`src/rtl/uart_tx.sv`:
```
// UART transmitter: start bit, DATA_WIDTH data bits LSB first, optional parity
// bit and one stop bit. Each bit is held for `prescale` cycles of the
// oversampled clock. The frame configuration is latched when a byte is
// accepted, so input changes during a frame have no effect on it.
//
// Handshake: data_valid is a request strobe. It is accepted on a rising clock
// edge only while the FSM is in IDLE (busy==0). While busy==1 the strobe is
// ignored and nothing is queued. busy rises on the cycle after the accept and
// falls on the cycle the FSM re-enters IDLE.
module uart_tx #(
  parameter int DATA_WIDTH     = 8,
  parameter int PRESCALE_WIDTH = 6
) (
  input  logic                      clk_based_on_prescale,
  input  logic                      asy_reset,
  input  logic [DATA_WIDTH-1:0]     P_DATA,
  input  logic                      data_valid,
  input  logic                      parity_enable,
  input  logic                      parity_type,
  input  logic [PRESCALE_WIDTH-1:0] prescale,
  output logic                      TX_OUT,
  output logic                      busy,
  output logic [2:0]                o_dbg_state
);

  localparam int BCW = (DATA_WIDTH > 1) ? $clog2(DATA_WIDTH) : 1;
  localparam logic [BCW-1:0]            LAST_BIT = BCW'(DATA_WIDTH - 1);
  localparam logic [BCW-1:0]            BC_ONE   = BCW'(1);
  localparam logic [PRESCALE_WIDTH-1:0] PS_ONE   = PRESCALE_WIDTH'(1);

  typedef enum logic [2:0] {
    IDLE   = 3'd0,
    START  = 3'd1,
    DATA   = 3'd2,
    PARITY = 3'd3,
    STOP   = 3'd4
  } state_t;

  state_t                    r_state;
  logic [DATA_WIDTH-1:0]     r_data;
  logic                      r_parity_en;
  logic                      r_parity_bit;
  logic [PRESCALE_WIDTH-1:0] r_prescale;
  logic [PRESCALE_WIDTH-1:0] r_edge_cnt;
  logic [BCW-1:0]            r_bit_cnt;

  logic                      w_bit_done;
  logic [BCW-1:0]            w_next_bit;

  // Last cycle of the current bit period and index of the following data bit.
  assign w_bit_done = (r_edge_cnt == (r_prescale - PS_ONE));
  assign w_next_bit = r_bit_cnt + BC_ONE;

  assign o_dbg_state = r_state;

  // Frame FSM with registered line and busy outputs.
  always_ff @(posedge clk_based_on_prescale or negedge asy_reset) begin
    if (!asy_reset) begin
      r_state      <= IDLE;
      r_data       <= '0;
      r_parity_en  <= 1'b0;
      r_parity_bit <= 1'b0;
      r_prescale   <= PS_ONE;
      r_edge_cnt   <= '0;
      r_bit_cnt    <= '0;
      TX_OUT       <= 1'b1;
      busy         <= 1'b0;
    end else begin
      case (r_state)
        IDLE: begin
          r_edge_cnt <= '0;
          r_bit_cnt  <= '0;
          TX_OUT     <= 1'b1;
          busy       <= 1'b0;
          if (data_valid) begin
            r_data       <= P_DATA;
            r_parity_en  <= parity_enable;
            r_parity_bit <= (^P_DATA) ^ parity_type;
            // A prescale of zero would never wrap; run it as one cycle per bit.
            r_prescale   <= (prescale == '0) ? PS_ONE : prescale;
            r_state      <= START;
            TX_OUT       <= 1'b0;
            busy         <= 1'b1;
          end
        end
        START: begin
          if (w_bit_done) begin
            r_edge_cnt <= '0;
            r_state    <= DATA;
            TX_OUT     <= r_data[0];
          end else begin
            r_edge_cnt <= r_edge_cnt + PS_ONE;
          end
        end
        DATA: begin
          if (w_bit_done) begin
            r_edge_cnt <= '0;
            if (r_bit_cnt == LAST_BIT) begin
              if (r_parity_en) begin
                r_state <= PARITY;
                TX_OUT  <= r_parity_bit;
              end else begin
                r_state <= STOP;
                TX_OUT  <= 1'b1;
              end
            end else begin
              r_bit_cnt <= w_next_bit;
              TX_OUT    <= r_data[w_next_bit];
            end
          end else begin
            r_edge_cnt <= r_edge_cnt + PS_ONE;
          end
        end
        PARITY: begin
          if (w_bit_done) begin
            r_edge_cnt <= '0;
            r_state    <= STOP;
            TX_OUT     <= 1'b1;
          end else begin
            r_edge_cnt <= r_edge_cnt + PS_ONE;
          end
        end
        STOP: begin
          if (w_bit_done) begin
            r_edge_cnt <= '0;
            r_state    <= IDLE;
            TX_OUT     <= 1'b1;
            busy       <= 1'b0;
          end else begin
            r_edge_cnt <= r_edge_cnt + PS_ONE;
          end
        end
        default: begin
          r_state <= IDLE;
          TX_OUT  <= 1'b1;
          busy    <= 1'b0;
        end
      endcase
    end
  end

endmodule

```
`config.mk`:
```
export PLATFORM = sky130hd
export DESIGN_NAME = uart_tx
export DESIGN_NICKNAME = d
export VERILOG_FILES = /design/src/rtl/uart_tx.sv
export SDC_FILE = /design/constraint.sdc
export NUM_CORES = 1
export LEC_CHECK = 0
export CAP_MARGIN = 25
export CORE_MARGIN = 1.5
export CORE_UTILIZATION = 54
export CTS_CLUSTER_DIAMETER = 120
export DETAILED_ROUTE_END_ITERATION = 16
export PLACE_DENSITY = 0.79
export SYNTH_ARGS = -nofsm -noshare
export SYNTH_HDL_FRONTEND = slang
export SYNTH_SLANG_ARGS = --single-unit
```
`constraint.sdc`:
```
create_clock -name clk_based_on_prescale -period 2.6 [get_ports clk_based_on_prescale]
set_input_delay 0.52 -clock clk_based_on_prescale [delete_from_list [all_inputs] [get_ports clk_based_on_prescale]]
set_output_delay 0.52 -clock clk_based_on_prescale [all_outputs]
set_load 0.01 [all_outputs]
```
After elaboration in Yosys (flattened, before gate mapping)
Index checks and enable logic that the tools add are counted.
Widths: inputs -> output; s select.
{ "totals": {"ff_bits": 30, "input_bits": 19, "out_inout_bits": 5, "word_cells": 68} }
{ "op_classes": {"n_addsub": 3, "n_lt_le_gt_ge": 1, "n_eq_ne": 14, "n_mux": 26, "bitwise": 2, "n_reduce_logical": 13} }
{ "ops": {"columns": ["operator", "n"], "rows": [
  ["$mux 3", 9],
  ["$pmux 3 s5", 1],
  ["$ne 2x2->1 const B", 7],
  ["$mux 6", 2],
  ["$pmux 6 s2", 1],
  ["$mux 1", 9],
  ["$reduce_xor 8->1", 1],
  ["$add 6x1->6 const B", 1],
  ["$eq 3x2->1 const B", 2],
  ["$eq 3x3->1 const B", 2],
  ["$eq 6x6->1", 1],
  ["$logic_not 6->1", 1],
  ["$pmux 3 s2", 1],
  ["$reduce_and 3->1", 2],
  ["$reduce_and 6->1", 1],
  ["$sub 6x1->6 const B", 1],
  ["$lt 3x4->1 const B", 1],
  ["$pmux 1 s4", 1],
  ["$reduce_and 2->1", 2],
  ["$reduce_bool 2->1", 2],
  ["$reduce_or 4->1", 1],
  ["$add 3x1->3 const B", 1],
  ["$bmux 1 s3", 1],
  ["$eq 3x1->1 const B", 1],
  ["7 further kinds", 7]
]} }

Longest topological paths before layout
Gate-level depths: netlist of run 1.
{ "depth": {"ltp_word": 6, "mapped_depth": 8, "depth_no_buf": 7} }

Worst setup path before layout of run 1
Ideal clock, no wire load.
{ "synth_timing": {"path_kind": "reg-to-reg", "from": "register r_prescale[0]", "to": "register TX_OUT", "setup_time_ns": 0.083, "arrival_time_ns": 1.921, "t_required_ns": 2.517, "slack_ns": 0.595, "path_stages_with_launch": 9, "n_path_buf": 1, "synth_period_minus_slack_ns": 2.005, "path_cell_list": "dfstp_2 inv_1 ha_1 nand2b_1 a21oi_1 o31ai_4 and2_1 buf_6 o32a_1"} }
{ "synth_via": {"elab_chain_cells": 4, "elab_cells_between_ends": 6, "classes_between": "add/sub: 1; eq/ne: 4; reduce/logical: 1"} }
{ "synth_rtl": {"columns": ["element", "line_no", "rtl"], "rows": [
  ["from (decl)", "43", "logic [PRESCALE_WIDTH-1:0] r_prescale;"],
  ["from (signal assigned)", "80", "r_prescale <= (prescale == '0) ? PS_ONE : prescale;"],
  ["$sub 6x1->6 (*)", "51", "assign w_bit_done = (r_edge_cnt == (r_prescale - PS_ONE));"],
  ["$eq 6x6->1 (*)", "51", null],
  ["$ne 2x2->1 (no line) or $ne 2x1->1 (tied branches)", null, null],
  ["$reduce_and 3->1 (no line) (*)", null, null],
  ["to (signal assigned)", "90", "TX_OUT <= r_data[0];"],
  ["to (signal assigned)", "101", "TX_OUT <= r_parity_bit;"],
  ["to (signal assigned)", "108", "TX_OUT <= r_data[w_next_bit];"],
  ["to (decl)", "21", "output logic TX_OUT,"]
]} }
Mark *: on every way between the ends. The rest lies on a longest branch, timed or not.
A chain may end at the register's enable or synchronous reset.

Worst setup path in the final report of run 1
{ "layout_timing": {"from": "register r_prescale[0]", "to": "register r_state[1] (netlist: o_dbg_state[1])"} }
{ "layout_via": {"elab_chain_cells": 4, "elab_cells_between_ends": 7, "classes_between": "add/sub: 1; eq/ne: 5; reduce/logical: 1"} }
{ "layout_rtl": {"columns": ["element", "line_no", "rtl"], "rows": [
  ["$sub 6x1->6 (*)", "51", null],
  ["$eq 6x6->1 (*)", "51", null],
  ["$ne 2x2->1 (no line)", null, null],
  ["$reduce_and 6->1 (no line) (*)", null, null],
  ["to (signal assigned)", "59", "r_state <= IDLE;"],
  ["to (signal assigned)", "81", "r_state <= START;"],
  ["to (signal assigned)", "89", "r_state <= DATA;"],
  ["to (decl)", "39", "state_t r_state;"]
]} }
Marks and branches as above.

==> flow_summary_export.csv, run 1 <==
group,metric,value,unit
outcome,status,"finished, final reports clean",
timing,clock_skew,0.007343,ns
power,power,0.002201,W
finish,multiInputGateArea,912.1,um^2
drt,drtPass1Iterations,4,
synthesis,synth_seq_area_share,43.03,%
finish,final_common_cell,"dfrtp_1",
drt,vias,1330,
synthesis,yosys.cell_types.count,44,
finish,final_cell_mix,"28 x dfrtp_1, 23 x clkdlybuf4s50_1, 15 x nand2_1, 15 x mux2_2, 10 x nor2_1",
die,die_h,59.94,um
clock_network,cts_setup_buffers,0,
timing,setup_viol_count_final,0,
power,ir_drop,610.4,uV
clock_network,ctsResizeCount,0,
worst_setup_path,cp.arrival,2.58,ns
drt,wl_per_cell,15.91,um
die,num_io_pins,24,
global_route,grt-ovfl-total,0,
clock_network,htreeDepth,2,
timing,worst_pin_slew,0.3873,ns
synthesis,ys_ff_latch,30,
finish,nets,211,
synthesis,yosysTopAreaCellShare,40.03,%
synthesis,ys.flop_type,"dfrtp_1",
timing,fin_crit,2.305,ns
timing,rsz0062_at_grt,"no",
synthesis,syn_area,1750,um^2
worst_setup_path,required,2.87,ns
drt,drc,0,
synthesis,synth_cells,164,
synthesis,avgSynthCellArea,10.67,um^2
clock_network,ctsHoldBuffers,0,
finish,area_growth,16.80,%
timing,slew_headroom,74.18,%
synthesis,syn_nets,187,
placed_design,place.port_buffers,23,
worst_setup_path,start_kind,"flop",
clock_network,clockBufferDepth,2,
power,powerDensity,1076,nW/um^2
drt,ant_nets,0,
timing,fmax,433.9,MHz
global_route,grt_max_degree,31,
die,start_util,56.87,%
clock_network,cts.sinks,30,
worst_setup_path,setup.worst_path.class,"flop to flop",
drt,first_iter_violations,93,
finish,num_antenna_cells,0,
clock_network,cts-root-buf,"clkbuf_4",
global_route,grt_pass1_wl,6.141,mm
worst_setup_path,cp_max_fo,10,
timing,final.setup.tns,0,ns
power,p_comb_share,46.8,%
die,die_width,59.94,um
drt,viasPerCell,5.708,
worst_setup_path,end_kind,"flop",
timing,drv_slew,0,
synthesis,synth_area_leader_cell,"dfrtp_1",
power,power_frac_seq,40.9,%
clock_network,worstSkewPairLatency,0.34,ns
finish,num-fill-cells,247,
die,core-area,3078,um^2
power,p_int,0.001320,W
global_route,antenna_found_initial,0,
clock_network,cts_tree,"yes",
timing,fin_crit_sh,88.64,%
finish,ff_latch_area,753.2,um^2
power,power_switching,0.0008811,W
power,clkPwrFrac,12.3,%
die,die_area,3592,um^2
global_route,grt_usage,23.93,%
power,swShare,40.04,%
placed_design,post-dp-hpwl,2.760,mm
flow_run,cap_violations,0,
synthesis,synth-edff-count,0,
power,leakage,0.8658,nW
drt,wl,3.707,mm
synthesis,synth_warnings,0,
synthesis,async_flop_share,100.0,%
timing,finalHoldViolations,0,
synthesis,ys_top_cells_by_area,"dfrtp_1 40%, mux2_2 9.6%, xnor2_1 4.5%",
clock_network,clkTransAtPathRegs,0.09,ns
hold_path,holdCritPathClass,"flop to flop",
clock_network,cts_buffers,5,
placed_design,gp_congestion,0.8211,
finish,drive_above_1_share,16.93,%
die,rows,20,
global_route,grt_pass1_vias,1373,
power by group through the flow:
stage	sequential, W	clock [W]	combinational, W
2_1_floorplan	0.000825	0	0.000843
3_5_place_dp	0.000906	0	0.00103
6_report	0.000900	0.000271	0.00103
5_1_grt	0.000929	0.000309	0.00112
3_3_place_gp	0.000887	0	0.000971
4_1_cts	0.000896	0.000285	0.00104
path summary, 6_finish.rpt:
path                             endpoint  cells after the start     startpoint  slack (ns)
max in group asynchronous          TX_OUT                      2      asy_reset        1.72
max reg2reg                o_dbg_state[1]                      7  r_prescale[0]        0.30
min in group asynchronous   r_prescale[3]                      2      asy_reset        0.56
min reg2reg                     r_data[7]                      1      r_data[7]        0.51
max                        o_dbg_state[1]                      7  r_prescale[0]        0.30
min                             r_data[7]                      1      r_data[7]        0.51
stage by stage:
step | hold slack [ns] | setup WS [ns] | util [%] | std cells | instance area, um^2
5_1_grt | 0.5309 | 0.1849 | 66.42 | 233 | 2044
2_1_floorplan | 0.2244 | 0.5954 | - | 164 | 1750
3_3_place_gp | 0.4882 | 0.4646 | 64.84 | 225 | 1996
4_1_cts | 0.5149 | 0.3069 | 66.42 | 233 | 2044
6_report | 0.5125 | 0.2954 | 66.42 | 233 | 2044
3_5_place_dp | 0.4930 | 0.3440 | 64.84 | 225 | 1996
state kept, by name (all words and copies together) (netlist names):
register      count
TX_OUT            1
r_edge_cnt        6
o_dbg_state       3
r_prescale        6
r_parity_bit      1
r_data            8
r_bit_cnt         3
busy              1
r_parity_en       1
critical path: stages (launching register included):
cell and delay (ns):
dfstp_2 0.58, inv_1 0.06, ha_1 0.31, xor2_1 0.15
nand2_1 0.10, nor4b_4 0.37, and2_1 0.41, a32o_1 0.25
kinds of logic after synthesis:
family | synth area share, %
xor+xnor | 7.005
buf+inv | 4.861
flops | 43.03
compound gates | 11.58
simple gates | 15.58
mux | 15.08
fa+ha+maj | 2.859
synthesized netlist by cell type, types with 2 or more instances:
master    count
a21oi_1       5
a31oi_1       2
and2_1        2
buf_2         2
buf_4         2
buf_6         2
clkbuf_1      2
dfrtp_1      28
dfstp_2       2
ha_1          4
inv_1         8
mux2_2       15
mux2i_1       5
mux4_2        2
nand2_1      15
nand2b_1      3
nand3_1       5
nor2_1       10
nor3_1        5
o21ai_0       8
o31ai_1       2
xnor2_1       9
xor2_1        5
final cells by class:
cell class	instances	share of cell area, %
multi-input cells	118	44.61
flip-flops and latches	30	36.84
repair buffers	25	12.00
well taps	44	2.693
clock buffers	8	2.387
inverters	8	1.469
layer usage:
metal	track usage, %	part of all wire, %	up-vias
met5	0	0	-
met4	11.43	1.8	0
met3	8.225	4.1	8
met2	42.70	55	27
met1	24.79	39	662
li1	-	-	633
(Power assumes the default switching activity.)
==> run 2: changes to the inputs <==
Settings changed: ABC_AREA from default to 0, CORE_UTILIZATION 54 to 55, CTS_BUF_LIST from default to sky130_fd_sc_hd__clkbuf_4, PLACE_DENSITY 0.79 to 0.8.
==> run 2 against run 1 <==
Against the previous run: global-route usage down 0.35 points; maximum frequency up 1.4%; critical path type unchanged; largest cell class unchanged; sequential power about the same.
==> flow_summary_export.csv, run 2 (synthesized netlist as in run 1, its figures left out) <==
group,metric,value,unit
outcome,status,"finished, final reports clean",
die,num_io_pins,24,
clock_network,cts_buffers,5,
die,rows,20,
drt,drtPass1Iterations,4,
clock_network,cts_setup_buffers,0,
drt,vias,1355,
placed_design,post-dp-hpwl,2.617,mm
timing,drv_slew,0,
finish,final_common_cell,"dfrtp_1",
die,core-area,3028,um^2
finish,multiInputGateArea,912.1,um^2
global_route,grt_pass1_wl,6.168,mm
timing,final.setup.tns,0,ns
clock_network,clkTransAtPathRegs,0.09,ns
clock_network,ctsResizeCount,0,
finish,drive_above_1_share,17.55,%
global_route,grt-ovfl-total,0,
clock_network,htreeDepth,2,
power,leakage,0.8684,nW
placed_design,place.port_buffers,23,
placed_design,gp_congestion,0.8247,
drt,drc,0,
worst_setup_path,required,2.86,ns
hold_path,min_path_cells,1,
global_route,grt_pass1_vias,1365,
drt,viasPerCell,5.841,
worst_setup_path,end_kind,"flop",
clock_network,clockBufferDepth,2,
finish,largest_register,"r_data",
timing,rsz0062_at_grt,"no",
timing,fin_crit_sh,87.42,%
drt,first_iter_violations,64,
clock_network,cts-root-buf,"clkbuf_4",
flow_run,cap_violations,0,
worst_setup_path,r2r_cells,7,
drt,ant_nets,0,
finish,num-fill-cells,238,
worst_setup_path,setup.worst_path.class,"flop to flop",
die,die_width,59.42,um
worst_setup_path,cp.arrival,2.54,ns
timing,finalHoldViolations,0,
worst_setup_path,start_kind,"flop",
die,die_area,3530,um^2
finish,post-route-util,67.52,%
worst_setup_path,cp_max_fo,10,
drt,wl,3.503,mm
timing,worst_pin_slew,0.4001,ns
die,start_util,57.81,%
clock_network,ctsHoldBuffers,0,
timing,setup_viol_count_final,0,
global_route,grt_max_degree,31,
finish,fin_cells,232,
finish,largest_reg_flops,8,
drt,wl_per_cell,15.10,um
clock_network,cts_tree,"yes",
finish,reg_top3,"r_data: 8 flops, r_edge_cnt: 6 flops, r_prescale: 6 flops",
finish,area_growth,16.80,%
global_route,antenna_found_initial,0,
placed_design,dp_cells,225,
hold_path,holdCritPathClass,"flop to flop",
power,ir_drop,564.8,uV
clock_network,worstSkewPairLatency,0.32,ns
finish,ff_latch_area,753.2,um^2
finish,final_cell_mix,"28 x dfrtp_1, 23 x clkdlybuf4s50_1, 15 x nand2_1, 15 x mux2_2, 10 x nor2_1",
power,powerDensity,1062,nW/um^2
die,die_h,59.42,um
timing,fin_crit,2.273,ns
global_route,grt_usage,23.58,%
clock_network,cts.sinks,30,
finish,num_antenna_cells,0,
timing,slew_headroom,73.22,%
finish,nets,211,
timing,fmax,439.9,MHz
timing,clock_skew,0.006431,ns
==> run 2: changes by cell type in the layout (fill, tap and decap cells not counted) <==
cell | previous run | this run
clkbuf_1 | 3 | 0
clkbuf_4 | 5 | 6
clkinv_1 | 0 | 1
==> run 2: path summary, 6_finish.rpt <==
kind	endpoint	startpoint	slack [ns]
setup / recovery	o_dbg_state[1]	r_prescale[0]	0.33
hold / removal	r_data[1]	r_data[1]	0.52
setup reg to reg	o_dbg_state[1]	r_prescale[0]	0.33
hold reg to reg	r_data[1]	r_data[1]	0.52
max in group asynchronous	TX_OUT	asy_reset	1.70
min in group asynchronous	r_prescale[3]	asy_reset	0.57
==> run 2: final cells by class <==
cell class              instances  share of cell area, %
multi-input cells             118                  44.61
clock buffers                   6                  2.203
well taps                      44                  2.693
flip-flops and latches         30                  36.84
clock inverters                 1                 0.1836
inverters                       8                  1.469
repair buffers                 25                  12.00
==> run 2: worst max-delay path: stages (launching register included) <==
cell and delay (ns):
dfstp_2 0.58, inv_1 0.07, ha_1 0.30, xor2_1 0.13, nand2_1 0.10, nor4b_4 0.39
and2_1 0.43, a32o_1 0.23
==> run 2: metal layers <==
| metal | global-route usage [%] | routed length (um) | up-vias |
|---|---|---|---|
| met3 | 5.240 | 167 | 7 |
| met1 | 29.22 | 1387 | 680 |
| met5 | 0 | 0 | - |
| met2 | 39.72 | 1904 | 38 |
| met4 | 9.416 | 44 | 0 |
| li1 | - | - | 630 |
==> run 2: stage by stage <==
stage	hold WS (ns)	cell area, um^2	power, W	setup WS, ns
floorplan	0.2244	1750	0.001668	0.5954
global placement	0.4891	1996	0.001858	0.4733
detailed placement	0.5006	1996	0.001913	0.3896
CTS	0.5211	2044	0.002178	0.3738
global route	0.5337	2044	0.002338	0.2379
finish	0.5176	2044	0.002172	0.3270
==> run 2: power breakdown <==
group,internal [W],leakage [nW],switching [W],total [W]
Combinational,0.000531,0.469,0.000480,0.00101
Sequential,0.000678,0.370,0.000222,0.000900
Clock,0.000108,0.0292,0.000153,0.000261
Total,0.00132,0.868,0.000855,0.00217
